$ cat config.mk
export PLATFORM = sky130hd
export DESIGN_NAME = pipe_stage_skid
export DESIGN_NICKNAME = d
export VERILOG_FILES = /design/src/rtl/pipe_stage_skid_pkg.sv /design/src/rtl/pipe_data_reg.sv /design/src/rtl/pipe_stage_skid.sv
export SDC_FILE = /design/constraint.sdc
export NUM_CORES = 1
export LEC_CHECK = 0
export CAP_MARGIN = 15
export CORE_MARGIN = 4
export CORE_UTILIZATION = 35
export CTS_CLUSTER_DIAMETER = 40
export DETAILED_ROUTE_END_ITERATION = 6
export DONT_BUFFER_PORTS = 1
export SYNTH_ARGS = -nofsm -noshare
export SYNTH_HDL_FRONTEND = slang
export SYNTH_SLANG_ARGS = --single-unit
export TNS_END_PERCENT = 1
$ cat constraint.sdc
create_clock -name clk -period 2.2 [get_ports clk]
set_input_delay 0.22 -clock clk [delete_from_list [all_inputs] [get_ports clk]]
set_output_delay 0.22 -clock clk [all_outputs]
set_load 0.03 [all_outputs]
$ cat src/rtl/pipe_stage_skid_pkg.sv
// rtl/pipe_stage_skid_pkg.sv - shared state encodings and boundary payload widths
package pipe_stage_skid_pkg;

  typedef enum logic [1:0] {
    ST_EMPTY = 2'd0,
    ST_ONE   = 2'd1,
    ST_TWO   = 2'd2
  } skid_state_e;

  // Payload widths per stage boundary (concatenation of that boundary's fields)
  localparam int W_EX_MM1  = 32 + 32 + 8;
  localparam int W_MM1_MM2 = 32 + 2 + 2 + 1 + 5 + 8 + 3 + 1 + 32;

  function automatic logic [1:0] state_count(input skid_state_e s);
    case (s)
      ST_ONE:  state_count = 2'd1;
      ST_TWO:  state_count = 2'd2;
      default: state_count = 2'd0;
    endcase
  endfunction

endpackage

$ cat src/rtl/pipe_data_reg.sv
// rtl/pipe_data_reg.sv - payload register with load enable, sync clear, reset to zero
module pipe_data_reg #(
  parameter int DATA_W = 72
) (
  input  logic              clk,
  input  logic              rst_n,
  input  logic              clr,
  input  logic              load,
  input  logic [DATA_W-1:0] d,
  output logic [DATA_W-1:0] q
);

  always_ff @(posedge clk) begin
    if (!rst_n) begin
      q <= '0;
    end else if (clr) begin
      q <= '0;
    end else if (load) begin
      q <= d;
    end
  end

endmodule

$ cat src/rtl/pipe_stage_skid.sv
// rtl/pipe_stage_skid.sv - valid/ready inter-stage register, optional two-entry skid
module pipe_stage_skid
  import pipe_stage_skid_pkg::*;
#(
  parameter int DATA_W       = 72,
  parameter int SKID         = 1,
  parameter int CLR_ON_FLUSH = 1
) (
  input  logic              clk,
  input  logic              rst_n,
  input  logic              flush,
  input  logic              in_valid,
  output logic              in_ready,
  input  logic [DATA_W-1:0] in_data,
  output logic              out_valid,
  input  logic              out_ready,
  output logic [DATA_W-1:0] out_data,
  output logic [1:0]        count
);

  logic              in_fire;
  logic              out_fire;
  logic              main_load;
  logic              clr;
  logic [DATA_W-1:0] main_d;

  assign in_fire  = in_valid & in_ready;
  assign out_fire = out_valid & out_ready;
  assign clr      = flush & (CLR_ON_FLUSH != 0);

  pipe_data_reg #(.DATA_W(DATA_W)) u_main (
    .clk   (clk),
    .rst_n (rst_n),
    .clr   (clr),
    .load  (main_load),
    .d     (main_d),
    .q     (out_data)
  );

  generate
    if (SKID != 0) begin : g_skid
      skid_state_e       state_q;
      skid_state_e       state_d;
      logic              skid_load;
      logic              main_from_skid;
      logic [DATA_W-1:0] skid_q;

      always_ff @(posedge clk) begin
        if (!rst_n) begin
          state_q <= ST_EMPTY;
        end else begin
          state_q <= state_d;
        end
      end

      always_comb begin
        state_d        = state_q;
        main_load      = 1'b0;
        skid_load      = 1'b0;
        main_from_skid = 1'b0;
        case (state_q)
          ST_EMPTY: begin
            if (in_fire) begin
              main_load = 1'b1;
              state_d   = ST_ONE;
            end
          end
          ST_ONE: begin
            if (in_fire && out_fire) begin
              main_load = 1'b1;
            end else if (in_fire) begin
              skid_load = 1'b1;
              state_d   = ST_TWO;
            end else if (out_fire) begin
              state_d = ST_EMPTY;
            end
          end
          ST_TWO: begin
            if (out_fire) begin
              main_load      = 1'b1;
              main_from_skid = 1'b1;
              state_d        = ST_ONE;
            end
          end
          default: state_d = ST_EMPTY;
        endcase
        // Flush wins: incoming beat dropped, held payload either zeroed or frozen
        if (flush) begin
          state_d   = ST_EMPTY;
          main_load = 1'b0;
          skid_load = 1'b0;
        end
      end

      pipe_data_reg #(.DATA_W(DATA_W)) u_skid (
        .clk   (clk),
        .rst_n (rst_n),
        .clr   (clr),
        .load  (skid_load),
        .d     (in_data),
        .q     (skid_q)
      );

      assign main_d    = main_from_skid ? skid_q : in_data;
      // Ready comes from the state register only, so out_ready never reaches it
      assign in_ready  = (state_q != ST_TWO);
      assign out_valid = (state_q != ST_EMPTY);
      assign count     = state_count(state_q);
    end else begin : g_single
      logic valid_q;

      always_ff @(posedge clk) begin
        if (!rst_n) begin
          valid_q <= 1'b0;
        end else if (flush) begin
          valid_q <= 1'b0;
        end else if (in_fire) begin
          valid_q <= 1'b1;
        end else if (out_fire) begin
          valid_q <= 1'b0;
        end
      end

      assign main_load = in_fire & ~flush;
      assign main_d    = in_data;
      assign in_ready  = ~valid_q | out_ready;
      assign out_valid = valid_q;
      assign count     = {1'b0, valid_q};
    end
  endgenerate

endmodule

; ---- Word-level counts from Yosys, hierarchy flattened
; Index checks and enable logic that the tools add are counted.
[word_totals]
regBits = 146
input_bits = 77
output_inout_bits = 76
word_cells = 35
[classes]
n_eq_ne = 7
mux = 17
bitwise_logic = 3
n_reduce_logical = 5
[op_table]
columns = operator, count
row1 = 72-bit 2-to-1 mux, 1
row2 = 2-bit 2-to-1 mux, 5
row3 = 1-bit 2-to-1 mux, 8
row4 = 2-bit != test (second input constant), 4
row5 = 2-bit one-hot mux with 3 select lines, 1
row6 = 2-bit one-hot mux with 2 select lines, 1
row7 = 4-bit AND reduction, 1
row8 = 3-bit != test (second input constant), 1
row9 = 1-bit one-hot mux with 3 select lines, 1
row10 = 1-bit AND, 2
row11 = 2-bit by 1-bit equality test with 1-bit output (second input constant), 1
row12 = 2-bit equality test (second input constant), 1
row13 = 2-bit logical NOT, 1
row14 = 2-bit nonzero test, 1
row15 = 2-bit OR reduction, 1
row16 = 1-bit logical AND, 1
row17 = 1-bit NOT, 1

; ---- Logic depth before layout (Yosys ltp)
[logic_depth]
depth_word = 6
ltp_mapped = 7

; ---- Modules after synthesis
; Synthesis repeated with hierarchy kept, for this count alone.
[hier_totals]
cells_unflattened = 564
hier_area_um2 = 6490.0
[modules_own_cells]
columns = module, instances, cells_per_inst, area_each_um2, seq_area_each_um2
row1 = pipe_data_reg, 2, 233, 2595.0, 1441.4
row2 = pipe_stage_skid, 1, 98, 1300.0, 40.0

; ---- Worst setup path after synthesis
; No wires, ideal clock.
[synth_timing]
path_kind = register to register
from = reg g_skid.state_q[1]
to = reg g_skid.state_q[1]
setup_ps = 86
arrival_time_ps = 1491
t_required_ps = 2114
slack_ps = 623
path_stages_with_launch = 4
path_buffers = 0
synth_period_minus_slack_ps = 1577
cell_sequence = dfxtp_1 nor2b_1 inv_1 a211oi_1
[synth_between]
elab_chain_cells = 5
word_cells_on_any_way = 16
[synth_rtl]
columns = element, line
row1 = "start, declared", pipe_stage_skid.sv:42  ; skid_state_e state_q;
row2 = "start signal, assigned", pipe_stage_skid.sv:52  ; state_q <= state_d;
row3 = 2-bit != test (*), pipe_stage_skid.sv:106  ; assign in_ready = (state_q != ST_TWO);
row4 = named net in_ready, pipe_stage_skid.sv:13  ; output logic in_ready,
row5 = 1-bit AND (*), pipe_stage_skid.sv:27  ; assign in_fire = in_valid & in_ready;
row6 = 2-bit 2-to-1 mux / 1-bit logical AND (equally long branches), "pipe_stage_skid.sv:71, pipe_stage_skid.sv:69"
row7 = 2-bit 2-to-1 mux / 2-bit != test (equally long branches), -
row8 = 2-bit one-hot mux with 3 select lines / 4-bit AND reduction (equally long branches), -
; The timed path passes the listed nets; every way through them passes the cells marked *. The select of a mux whose other input is x is not followed.
; A chain may end at the register's enable or synchronous reset.

; ---- Worst setup path in the final report
[layout_timing]
from = reg g_skid.state_q[1]
to = reg u_main.q[51]
[layout_between]
elab_chain_cells = 6
word_cells_on_any_way = 15
[layout_rtl]
columns = element, line
row1 = 2-bit != test / 2-bit nonzero test (equally long branches), "pipe_stage_skid.sv:106, pipe_stage_skid.sv:107"
row2 = 1-bit AND (on tied branches), "pipe_stage_skid.sv:27, pipe_stage_skid.sv:28"
row3 = 1-bit logical AND, pipe_stage_skid.sv:69  ; if (in_fire && out_fire) begin
row4 = 1-bit 2-to-1 mux, pipe_stage_skid.sv:69
row5 = 1-bit one-hot mux with 3 select lines, pipe_stage_skid.sv:61  ; case (state_q)
row6 = 1-bit 2-to-1 mux, pipe_stage_skid.sv:88  ; if (flush) begin
row7 = "end signal, assigned", pipe_data_reg.sv:15  ; q <= '0;
row8 = "end signal, assigned", pipe_data_reg.sv:17  ; q <= '0;
row9 = "end signal, assigned", pipe_data_reg.sv:19  ; q <= d;
row10 = "end, declared", pipe_data_reg.sv:10  ; output logic [DATA_W-1:0] q
; Parallel ways exist; a longest one is shown, timed or not.

==> results.cfg <==
[outcome]
status = finished clean

[clock_network]
clockRootBuffer = clkbuf_16
post_cts_buffers = 0
cts.sinks = 146
cts-hold-fix-buffers = 73
clock_latency_ns = 0.43
cts_made_buffers = 17
h-tree-depth = 4
post_cts_resized = 0
path_clk_slew_ns = 0.06
clockBufferDepth = 2
cts_tree = yes

[critical_path]
end_kind = flop
path_max_fanout = 46
critPathBufInv = 1
worst_path_largest_cell_delay_ns = 0.50
crit_type = flop to flop
path_delay_family = compound AO/OA/AOI/OAI gates
cp_slowest_cell = dfxtp_1
crit_path_start_kind = flop
cp.arrival_ns = 2.19
worstPathRequired_ns = 2.48
crit_chain = and3b_4, a21o_4, buf_12, a311oi_2

[yosys]
ys_ff_latch = 146
post_synth_inst_count = 767
syn_nets = 844
synth_area_mm2 = 0.00677
synth.top_cell.area_share_pct = 43.1
synth_top_area_cell = dfxtp_1
yosysWarnings = 0
syn_area_per_cell_um2 = 8.83
seq_area_frac_synth_pct = 43.1
synth_area_leaders = dfxtp_1 43%, a311oi_2 16%, a211oi_1 8.1%
ys_types = 28

[layout]
regArea_mm2 = 0.00292
finalNonFillerCells = 1054
fill_cells = 1894
multi_input_area_mm2 = 0.00341
layout_commonest_cell = dfxtp_1
synthToLayoutAreaGrowth_pct = 21.5
final_cell_mix = 146 x dfxtp_1, 145 x nand2_1, 73 x a211oi_1, 73 x a21oi_1, 73 x dlygate4sd3_1
final_util_pct = 43.6
drive_gt1_share_pct = 16.4
nets = 859
diodes = 0

[timing]
whs_ns = 0.0413
layout_min_cycle_time_ns = 1.91
period_share_pct = 86.8
setup_viol = 0
slew_headroom_pct = 54.6
rsz0062_at_grt = no
fin_ws_ns = 0.289
max_freq_mhz = 523
worstMarginPinSlew_ns = 0.682
tns_ns = 0
fin_skew_ns = 0.00755
drv_slew = 0
hold_violations = 0

[job]
cap_violations = 0

[grt]
overflow = 0
met2_usage_pct = 30.9
grt_pass1_wl_um = 32800
grt_pass1_vias = 5763
gr-max-usage-layer = met2
grtUsageMet1_pct = 23.6
grt_use_met3_pct = 5.06
antenna_found_initial = 0
track_usage_pct = 18.6
grt_max_degree = 145

[detailed_routing]
wl_per_cell_um = 19.5
vias = 5993
drt-total-wl_um = 20500
drcViolationCount = 0
ant_nets = 0
vias_per_cell = 5.69
first_pass_iters = 4
drt_iter0_drc = 499

[floorplanning]
floorplan.initialDensity_pct = 35.9
core_area_mm2 = 0.0189
die_w_um = 147
die_height_um = 147
fp-row-count = 50
die_area_mm2 = 0.0216
ios = 153

[min_path]
min_path_type = input pin to flop

[placed_design]
dp.cells = 950
pre_cts_slack_ns = 0.314
io_buffers = 0
gp_congestion = 0.717
dpl.hpwl_um = 11100

[pwr]
p_per_area_mw_per_mm2 = 799
vdd_drop_max_mv = 0.525
power.leakage_nw = 2.61
==> layout make-up <==
cell class | count | area share, %
multi-input cells | 524 | 41.4
flip-flops and latches | 146 | 35.5
inverters | 1 | 0.0456
well taps | 260 | 3.95
clock inverters | 12 | 1.92
clock buffers | 19 | 5.50
repair buffers | 92 | 11.7
==> layer usage <==
metal,wire length (µm),part of all wire [%],vias up
met3,1200,5.8,25
met2,10100,49,160
met5,0,0,-
met4,350,1.7,0
met1,8910,43,2952
li1,-,-,2856
==> path summary, 6_finish.rpt <==
kind	startpoint	end	depth (start not counted)	slack [ns]
min	out_ready	g_skid.state_q[0]	3	0.04
min reg2reg	g_skid.u_skid.q[24]	g_skid.u_skid.q[24]	2	0.47
max reg2reg	g_skid.state_q[1]	u_main.q[51]	4	0.29
max	g_skid.state_q[1]	u_main.q[51]	4	0.29
==> sequential cells by signal, indices dropped and copies added (netlist names) <==
signal           flops
g_skid.state_q       2
g_skid.u_skid.q     72
u_main.q            72
==> cells by family (layout without fill, tap and decap cells) <==
kind of cell           count (synthesis)  after routing  synth area share (%)
AOI/OAI and AO/OA                    293            293                  34.9
buffers and inverters                 97            124                  7.13
DFF                                  146            146                  43.1
and+or+nand+nor                      231            231                  14.8
==> worst min-delay path: stages <==
cell and delay, ns:
nand2_1 0.04, a21o_1 0.10, a21oi_1 0.05
==> Yosys cell counts <==
cell type,number
or2_2,2
a311oi_2,70
o21ai_0,22
nor2b_1,1
inv_1,1
clkbuf_4,6
o21bai_1,1
nand3_1,72
clkbuf_1,64
dfxtp_1,146
and2b_1,1
or3b_2,1
buf_1,1
nand2_1,145
nand2b_1,2
nor2_1,1
a21o_1,2
o21ai_1,50
buf_4,1
buf_2,14
and2_1,1
a311oi_1,2
a21oi_1,73
nor2b_2,1
buf_6,10
and3b_1,2
a211oi_1,73
nand3b_1,2
==> where the power goes <==
part           leakage [nW]  switching [W]  total (W)  internal (W)
Sequential             1.19       0.000178    0.00289       0.00271
Clock                 0.291        0.00121    0.00305       0.00184
Combinational          1.13       0.000384   0.000643      0.000259
==> stage by stage <==
step | total power [W] | cell area (µm²)
3_5_place_dp | 0.00347 | 6890
6_report | 0.00658 | 8230
4_1_cts | 0.00664 | 8230
3_3_place_gp | 0.00346 | 6890
5_1_grt | 0.00681 | 8230
2_1_floorplan | 0.00334 | 6770
(Power assumes the default switching activity.)
